--- src/rtl/sd_cmd_sequencer.sv ---
// SD command-line sequencer: queues commands, drives the cmd serialiser and
// response deserialiser, enforces SD-tick timing and reports error flags.
module sd_cmd_sequencer #(
  parameter int DEPTH         = 2,
  parameter int SWITCH_CYCLES = 2,
  parameter int RSP_TIMEOUT   = 64,
  parameter int BUSY_TIMEOUT  = 1024,
  parameter int NRC_CYCLES    = 8
) (
  input  logic         clk_i,
  input  logic         rst_i,
  input  logic         sd_tick_i,
  input  logic         abort_i,
  input  logic         req_valid_i,
  output logic         req_ready_o,
  input  logic [5:0]   req_index_i,
  input  logic [31:0]  req_arg_i,
  input  logic [1:0]   req_rsp_type_i,
  input  logic [1:0]   req_chk_i,
  output logic         tx_start_o,
  output logic [5:0]   tx_index_o,
  output logic [31:0]  tx_arg_o,
  input  logic         tx_done_i,
  output logic         rx_listen_o,
  output logic         rx_long_o,
  input  logic         rx_receiving_i,
  input  logic         rx_valid_i,
  input  logic [119:0] rx_rsp_i,
  input  logic         rx_crc_ok_i,
  input  logic         rx_end_bit_err_i,
  input  logic         busy_i,
  output logic         rsp_valid_o,
  output logic [119:0] rsp_data_o,
  output logic [4:0]   err_o,
  output logic         cmd_inhibit_o
);

  localparam int PW    = $clog2(DEPTH) + 1;
  localparam int AW    = (DEPTH > 1) ? $clog2(DEPTH) : 1;
  localparam int MAX_A = (SWITCH_CYCLES > RSP_TIMEOUT) ? SWITCH_CYCLES : RSP_TIMEOUT;
  localparam int MAX_B = (BUSY_TIMEOUT > NRC_CYCLES) ? BUSY_TIMEOUT : NRC_CYCLES;
  localparam int MAXP  = (MAX_A > MAX_B) ? MAX_A : MAX_B;
  localparam int CW    = $clog2(MAXP) + 1;

  typedef logic [CW:0] cmp_t;
  localparam cmp_t SW_N   = cmp_t'(SWITCH_CYCLES);
  localparam cmp_t RSP_N  = cmp_t'(RSP_TIMEOUT);
  localparam cmp_t BUSY_N = cmp_t'(BUSY_TIMEOUT);
  localparam cmp_t NRC_N  = cmp_t'(NRC_CYCLES);

  typedef struct packed {
    logic [1:0]  typ;
    logic [1:0]  chk;
    logic [31:0] arg;
    logic [5:0]  idx;
  } ent_t;

  typedef enum logic [2:0] {
    S_IDLE, S_TX, S_SWITCH, S_WAIT, S_RX, S_BUSY, S_NRC
  } state_t;

  state_t         state_q, state_d;
  ent_t           mem_q [DEPTH];
  ent_t           act_q, act_d, head;
  logic [PW-1:0]  wr_q, wr_d, rd_q, rd_d, used;
  logic [AW-1:0]  widx, ridx;
  logic [CW-1:0]  cnt_q, cnt_d;
  cmp_t           cnt_nx;
  logic [4:0]     flags_q, flags_d, err_q, err_d, rx_flags;
  logic [119:0]   data_q, data_d;
  logic           rv_q, rv_d, tx_start_q, tx_start_d;
  logic           listen_q, listen_d, inh_q, inh_d;
  logic           empty, full, push, pop, idx_err;
  logic           sw_hit, rsp_hit, busy_hit, nrc_hit;

  assign used  = wr_q - rd_q;
  assign empty = (used == '0);
  assign full  = (used == PW'(DEPTH));
  assign push  = req_valid_i & ~full & ~abort_i;
  assign widx  = (DEPTH == 1) ? '0 : AW'(wr_q);
  assign ridx  = (DEPTH == 1) ? '0 : AW'(rd_q);
  assign head  = mem_q[ridx];

  // Each hit fires on the tick that completes the programmed count.
  assign cnt_nx   = {1'b0, cnt_q} + cmp_t'(1);
  assign sw_hit   = sd_tick_i & (cnt_nx >= SW_N);
  assign rsp_hit  = sd_tick_i & (cnt_nx >= RSP_N);
  assign busy_hit = sd_tick_i & (cnt_nx >= BUSY_N);
  assign nrc_hit  = sd_tick_i & (cnt_nx >= NRC_N);

  // R2 carries no command index, so the index check is skipped for it.
  assign idx_err  = act_q.chk[1] & (act_q.typ != 2'b01)
                  & (rx_rsp_i[37:32] != act_q.idx);
  assign rx_flags = {1'b0, rx_end_bit_err_i, idx_err,
                     act_q.chk[0] & ~rx_crc_ok_i, 1'b0};

  always_comb begin
    state_d    = state_q;
    pop        = 1'b0;
    act_d      = act_q;
    tx_start_d = 1'b0;
    listen_d   = 1'b0;
    rv_d       = 1'b0;
    err_d      = '0;
    flags_d    = flags_q;
    data_d     = data_q;
    unique case (state_q)
      S_IDLE: begin
        if (!empty) begin
          pop        = 1'b1;
          act_d      = head;
          tx_start_d = 1'b1;
          state_d    = S_TX;
        end
      end
      S_TX: begin
        if (tx_done_i) begin
          if (act_q.typ == 2'b00) begin
            rv_d    = 1'b1;
            state_d = S_NRC;
          end else begin
            state_d = S_SWITCH;
          end
        end
      end
      S_SWITCH: begin
        if (sw_hit) begin
          listen_d = 1'b1;
          state_d  = S_WAIT;
        end
      end
      S_WAIT: begin
        if (rx_receiving_i) begin
          state_d = S_RX;
        end else if (rsp_hit) begin
          rv_d    = 1'b1;
          err_d   = 5'b00001;
          state_d = S_NRC;
        end
      end
      S_RX: begin
        if (rx_valid_i) begin
          data_d  = rx_rsp_i;
          flags_d = rx_flags;
          if (act_q.typ == 2'b11) begin
            state_d = S_BUSY;
          end else begin
            rv_d    = 1'b1;
            err_d   = rx_flags;
            state_d = S_NRC;
          end
        end
      end
      S_BUSY: begin
        if (!busy_i) begin
          rv_d    = 1'b1;
          err_d   = flags_q;
          state_d = S_NRC;
        end else if (busy_hit) begin
          rv_d    = 1'b1;
          err_d   = flags_q | 5'b10000;
          state_d = S_NRC;
        end
      end
      S_NRC: begin
        if (nrc_hit) state_d = S_IDLE;
      end
      default: state_d = S_IDLE;
    endcase
    if (abort_i) begin
      state_d    = S_IDLE;
      pop        = 1'b0;
      act_d      = act_q;
      tx_start_d = 1'b0;
      listen_d   = 1'b0;
      rv_d       = 1'b0;
      err_d      = '0;
      data_d     = data_q;
    end
    wr_d = abort_i ? '0 : wr_q + PW'(push);
    rd_d = abort_i ? '0 : rd_q + PW'(pop);
    if (abort_i || (state_d != state_q)) begin
      cnt_d = '0;
    end else if (sd_tick_i && (cnt_q != '1)) begin
      cnt_d = cnt_q + CW'(1);
    end else begin
      cnt_d = cnt_q;
    end
    inh_d = (state_q != S_IDLE) | ~empty;
  end

  always_ff @(posedge clk_i or posedge rst_i) begin
    if (rst_i) begin
      for (int i = 0; i < DEPTH; i++) mem_q[i] <= '0;
    end else if (push) begin
      mem_q[widx] <= '{typ: req_rsp_type_i, chk: req_chk_i,
                       arg: req_arg_i, idx: req_index_i};
    end
  end

  always_ff @(posedge clk_i or posedge rst_i) begin
    if (rst_i) begin
      state_q    <= S_IDLE;
      wr_q       <= '0;
      rd_q       <= '0;
      cnt_q      <= '0;
      act_q      <= '0;
      flags_q    <= '0;
      data_q     <= '0;
      err_q      <= '0;
      rv_q       <= 1'b0;
      tx_start_q <= 1'b0;
      listen_q   <= 1'b0;
      inh_q      <= 1'b0;
    end else begin
      state_q    <= state_d;
      wr_q       <= wr_d;
      rd_q       <= rd_d;
      cnt_q      <= cnt_d;
      act_q      <= act_d;
      flags_q    <= flags_d;
      data_q     <= data_d;
      err_q      <= err_d;
      rv_q       <= rv_d;
      tx_start_q <= tx_start_d;
      listen_q   <= listen_d;
      inh_q      <= inh_d;
    end
  end

  assign req_ready_o   = ~full;
  assign tx_start_o    = tx_start_q;
  assign tx_index_o    = act_q.idx;
  assign tx_arg_o      = act_q.arg;
  assign rx_listen_o   = listen_q;
  assign rx_long_o     = (state_q != S_IDLE) & (act_q.typ == 2'b01);
  assign rsp_valid_o   = rv_q;
  assign rsp_data_o    = data_q;
  assign err_o         = err_q;
  assign cmd_inhibit_o = inh_q;

endmodule

--- config.mk ---
export PLATFORM = sky130hd
export DESIGN_NAME = sd_cmd_sequencer
export DESIGN_NICKNAME = d
export VERILOG_FILES = /design/src/rtl/sd_cmd_sequencer.sv
export SDC_FILE = /design/constraint.sdc
export NUM_CORES = 1
export LEC_CHECK = 0
export ABC_AREA = 1
export BUFFER_PORTS_ARGS = -buffer_cell sky130_fd_sc_hd__buf_2
export CAP_MARGIN = 20
export CORE_MARGIN = 2
export CORE_UTILIZATION = 45
export CTS_CLUSTER_DIAMETER = 40
export DETAILED_ROUTE_END_ITERATION = 8
export PLACE_DENSITY = 0.79
export SLEW_MARGIN = 20
export SYNTH_ARGS = -nofsm -noshare
export SYNTH_HDL_FRONTEND = slang
export SYNTH_SLANG_ARGS = --single-unit
--- constraint.sdc ---
create_clock -name clk_i -period 12.39 [get_ports clk_i]
set_input_delay 2.478 -clock clk_i [delete_from_list [all_inputs] [get_ports clk_i]]
set_output_delay 2.478 -clock clk_i [all_outputs]
set_load 0.05 [all_outputs]
==> run_results.csv <==
group,metric,value,unit
yosys,synth_edf_count,0,
sta,skew,0.01338,ns
yosys,yosys.area.top_type,"dfrtp_1",
yosys,ys.warnings.count,0,
power,power_frac_seq,34.6,%
clock_tree,tritoncts,"built",
detailed_routing,firstDrtPassIters,4,
setup_path,crit_arrival,2.22,ns
detailed_routing,drtIter0Drc,558,
yosys,seq_area_frac_synth,59.22,%
floorplan,dieArea,27220,um^2
setup_path,critPathLaunch,"rd_q[0]",
setup_path,r2r-start,"rd_q[0]",
detailed_routing,dr_total_vias,8399,
yosys,synthesis.area,11660,um^2
grt,grtUsageMet3,5.726,%
floorplan,die_h,165.0,um
setup_path,regToRegSetupSlack,9.57,ns
detailed_routing,routed_wl,26920,um
power,power_frac_clock,31.8,%
min_path,min_delay_worst_endpoint,"rsp_data_o[33]",
cells_and_area,final_util,58.54,%
floorplan,num_rows,58,
detailed_routing,wl_per_cell,15.69,um
placed_design,hpwlAfterDp,18390,um
sta,setup_viol,0,
sta,finalSetupTns,0,ns
detailed_routing,drc_errors,0,
power,netSwitchingPower,1.484,mW
sta,max_slew_margin,34.95,%
clock_tree,cts_resized,0,
power,leakage,7.739,nW
min_path,min_from,"rsp_data_o[33]",
job,max_cap_viol_count,0,
clock_tree,cts.htree.levels,2,
sta,drv_slew,0,
grt,grt_usage,19.24,%
yosys,postSynthAreaPerCell,11.13,um^2
grt,grt_pass1_vias,8348,
sta,period_minus_slack,4.694,ns
setup_path,r2r_end,"mem_q[76]",
cells_and_area,final_cell_mix,"341 x buf_2, 275 x dfrtp_1, 158 x mux2_2",
yosys,synthDistinctLibCells,36,
yosys,synth.top_cell.area_share,59.22,%
sta,fin_ws,7.696,ns
yosys,synthFlopType,"dfrtp_1",
grt,grt_pass1_wl,41920,um
cells_and_area,final_common_cell,"buf_2",
cells_and_area,drive_gt1_share,44.82,%
clock_tree,clk_pin_slew_worst_paths,0.05,ns
clock_tree,cts_buffers,39,
grt,grt_start_max_net_pins,122,
clock_tree,clock_latency,0.51,ns
floorplan,design.core.area,25330,um^2
setup_path,crit_top_cell,"inv_1",
floorplan,start_util,46.05,%
power,power_density,253.2,nW/um^2
yosys,synth.area.top_cells,"dfrtp_1 59%, mux2_2 15%, nand2_1 3.7%, a21oi_1 3.0%, nor2_1 3.0%",
run_status,status,"finished clean",
detailed_routing,drt-vias-per-instance,4.895,
setup_path,critical_path.max_fanout,86,
grt,use_met1,22.17,%
sta,finalCritPeriodShare,37.88,%
sta,fmax,213.0,MHz
power,peakVddDrop,0.0001764,V
placed_design,place_ws,7.451,ns
yosys,synth-seq-cells,276,
setup_path,max_stage_delay,0.64,ns
grt,grt_busiest_layer,"met2",
cells_and_area,syn2layout_area_growth,27.12,%
clock_tree,cts.sinks,276,
min_path,hold_depth,2,
setup_path,r2r_cells,8,
detailed_routing,drtAntennaViolNets,0,
min_path,min_path_type,"register to register",
setup_path,cp_slowest_cell,"buf_4",
yosys,syn_nets,1226,
power,combPwrFrac,33.6,%
power,power_switching_share,39.52,%
sta,hold_violations,0,
setup_path,path_cells,"buf_4 -> xnor2_1 -> inv_1 -> nor2_1 -> inv_1 -> buf_2",
clock_tree,clock_path_buffers,3,
clock_tree,postCtsSetupBuffers,0,
grt,antenna_found_initial,7,
floorplan,die_x,165.0,um
placed_design,io_buffers,341,
placed_design,place.gp.congestion,0.7931,
cells_and_area,final_nets,1529,
yosys,syn_inst,1048,
setup_path,worst_setup_path_start_kind,"register",
sta,rsz0062_at_grt,"false",
power,intPower,2.270,mW
cells_and_area,fill_cells,2085,
cells_and_area,instances_no_fill,1716,
clock_tree,cts_hold_buf,0,
yosys,ys_async_sr_fraction,100.0,%
setup_path,crit_type,"register to output pin",
clock_tree,root_buffer,"clkbuf_16",
grt,grt_util_met2,33.88,%
floorplan,io_pins,342,
setup_path,worstPathRequired,9.91,ns
setup_path,end_kind,"output pin",
sta,worst_slew_pin_slew,0.9757,ns
grt,grt-ovfl-total,0,
placed_design,post-place-cells,1639,
==> worst max-delay path, delay by kind of cell (launching register included) <==
| kind | cells | cell delay [ns] |
|---|---|---|
| flops | 1 | 0.34 |
| xor+xnor | 1 | 0.24 |
| simple gates | 1 | 0.14 |
| buf+inv | 4 | 0.96 |
==> cell type report <==
cell class | instances | area (um^2) | area share, %
sequential | 276 | 6908 | 46.59
tap | 330 | 412.9 | 2.785
clock buffer | 40 | 979.7 | 6.608
clock inverter | 31 | 432.9 | 2.920
multi-input combinational | 599 | 3959 | 26.70
antenna | 5 | 12.51 | 0.08440
inverter | 86 | 330.3 | 2.228
timing repair buffer | 349 | 1790 | 12.08
==> per-stage QoR <==
step	power, mW	instance area (um^2)	hold slack, ns
CTS	3.792	14780	0.4819
detailed placement	2.580	13370	0.4682
global route	3.948	14820	0.5007
finish	3.754	14830	0.4775
floorplan	2.356	11660	0.4752
global placement	2.538	13370	0.4624
==> metal layers <==
metal | wire length (um) | up-vias
li1 | - | 4036
met1 | 10380 | 4050
met2 | 13820 | 252
met3 | 1940 | 57
met4 | 757 | 4
met5 | 26 | -
==> cell families (layout without fill, tap and decap cells) <==
group | count (synthesis) | count (layout) | share of synthesized area (%)
AOI/OAI and AO/OA | 157 | 157 | 7.038
buffers and inverters | 173 | 506 | 7.006
and+or+nand+nor | 268 | 268 | 10.10
xor gates and xnor gates | 9 | 9 | 0.6758
muxes | 160 | 160 | 15.43
other | 0 | 5 | 0
DFF | 276 | 276 | 59.22
adders and majority gates | 5 | 5 | 0.5364
==> Yosys cell counts (2+ instances only) <==
cell type	n
nor3_1	8
a221oi_1	2
nand2_4	2
nand3_2	6
o21ai_1	2
nand2_1	114
a21oi_1	71
o22ai_1	4
xnor2_1	4
xor2_1	5
inv_1	84
ha_1	5
nor2_2	13
dfrtp_1	276
nor2_1	92
o21ai_0	69
nand2_2	10
buf_4	38
buf_1	4
nor2_4	3
mux2i_1	2
buf_2	14
o211ai_1	5
clkbuf_1	30
mux2_2	158
nand3_1	17
==> power by group through the flow <==
stage                     Clock, mW  Combinational (mW)  Sequential (mW)
after floorplan                   0               0.751             1.61
after global placement            0                1.24             1.30
after detailed placement          0                1.27             1.31
after CTS                      1.22                1.28             1.30
after global routing           1.26                1.36             1.33
final                          1.19                1.26             1.30
==> how the worst max path moves through the flow <==
stage,slack (ns),depth (start not counted),to
floorplan,2.30,1,act_q[38]
global placement,7.55,5,rsp_data_o[71]
detailed placement,7.45,5,rsp_data_o[83]
CTS,7.63,6,req_ready_o
global route,7.46,6,req_ready_o
finish,7.70,6,req_ready_o
==> sequential cells by signal, summed over array words and instances, names as in the netlist <==
name,cells
state_q,3
tx_index_o,6
act_q,4
err_o,5
wr_q,2
rsp_valid_o,1
tx_arg_o,32
cmd_inhibit_o,1
rx_listen_o,1
cnt_q,11
mem_q,84
rd_q,2
rsp_data_o,120
flags_q,3
tx_start_o,1
No activity file was read; power rests on OpenSTA's default activity.
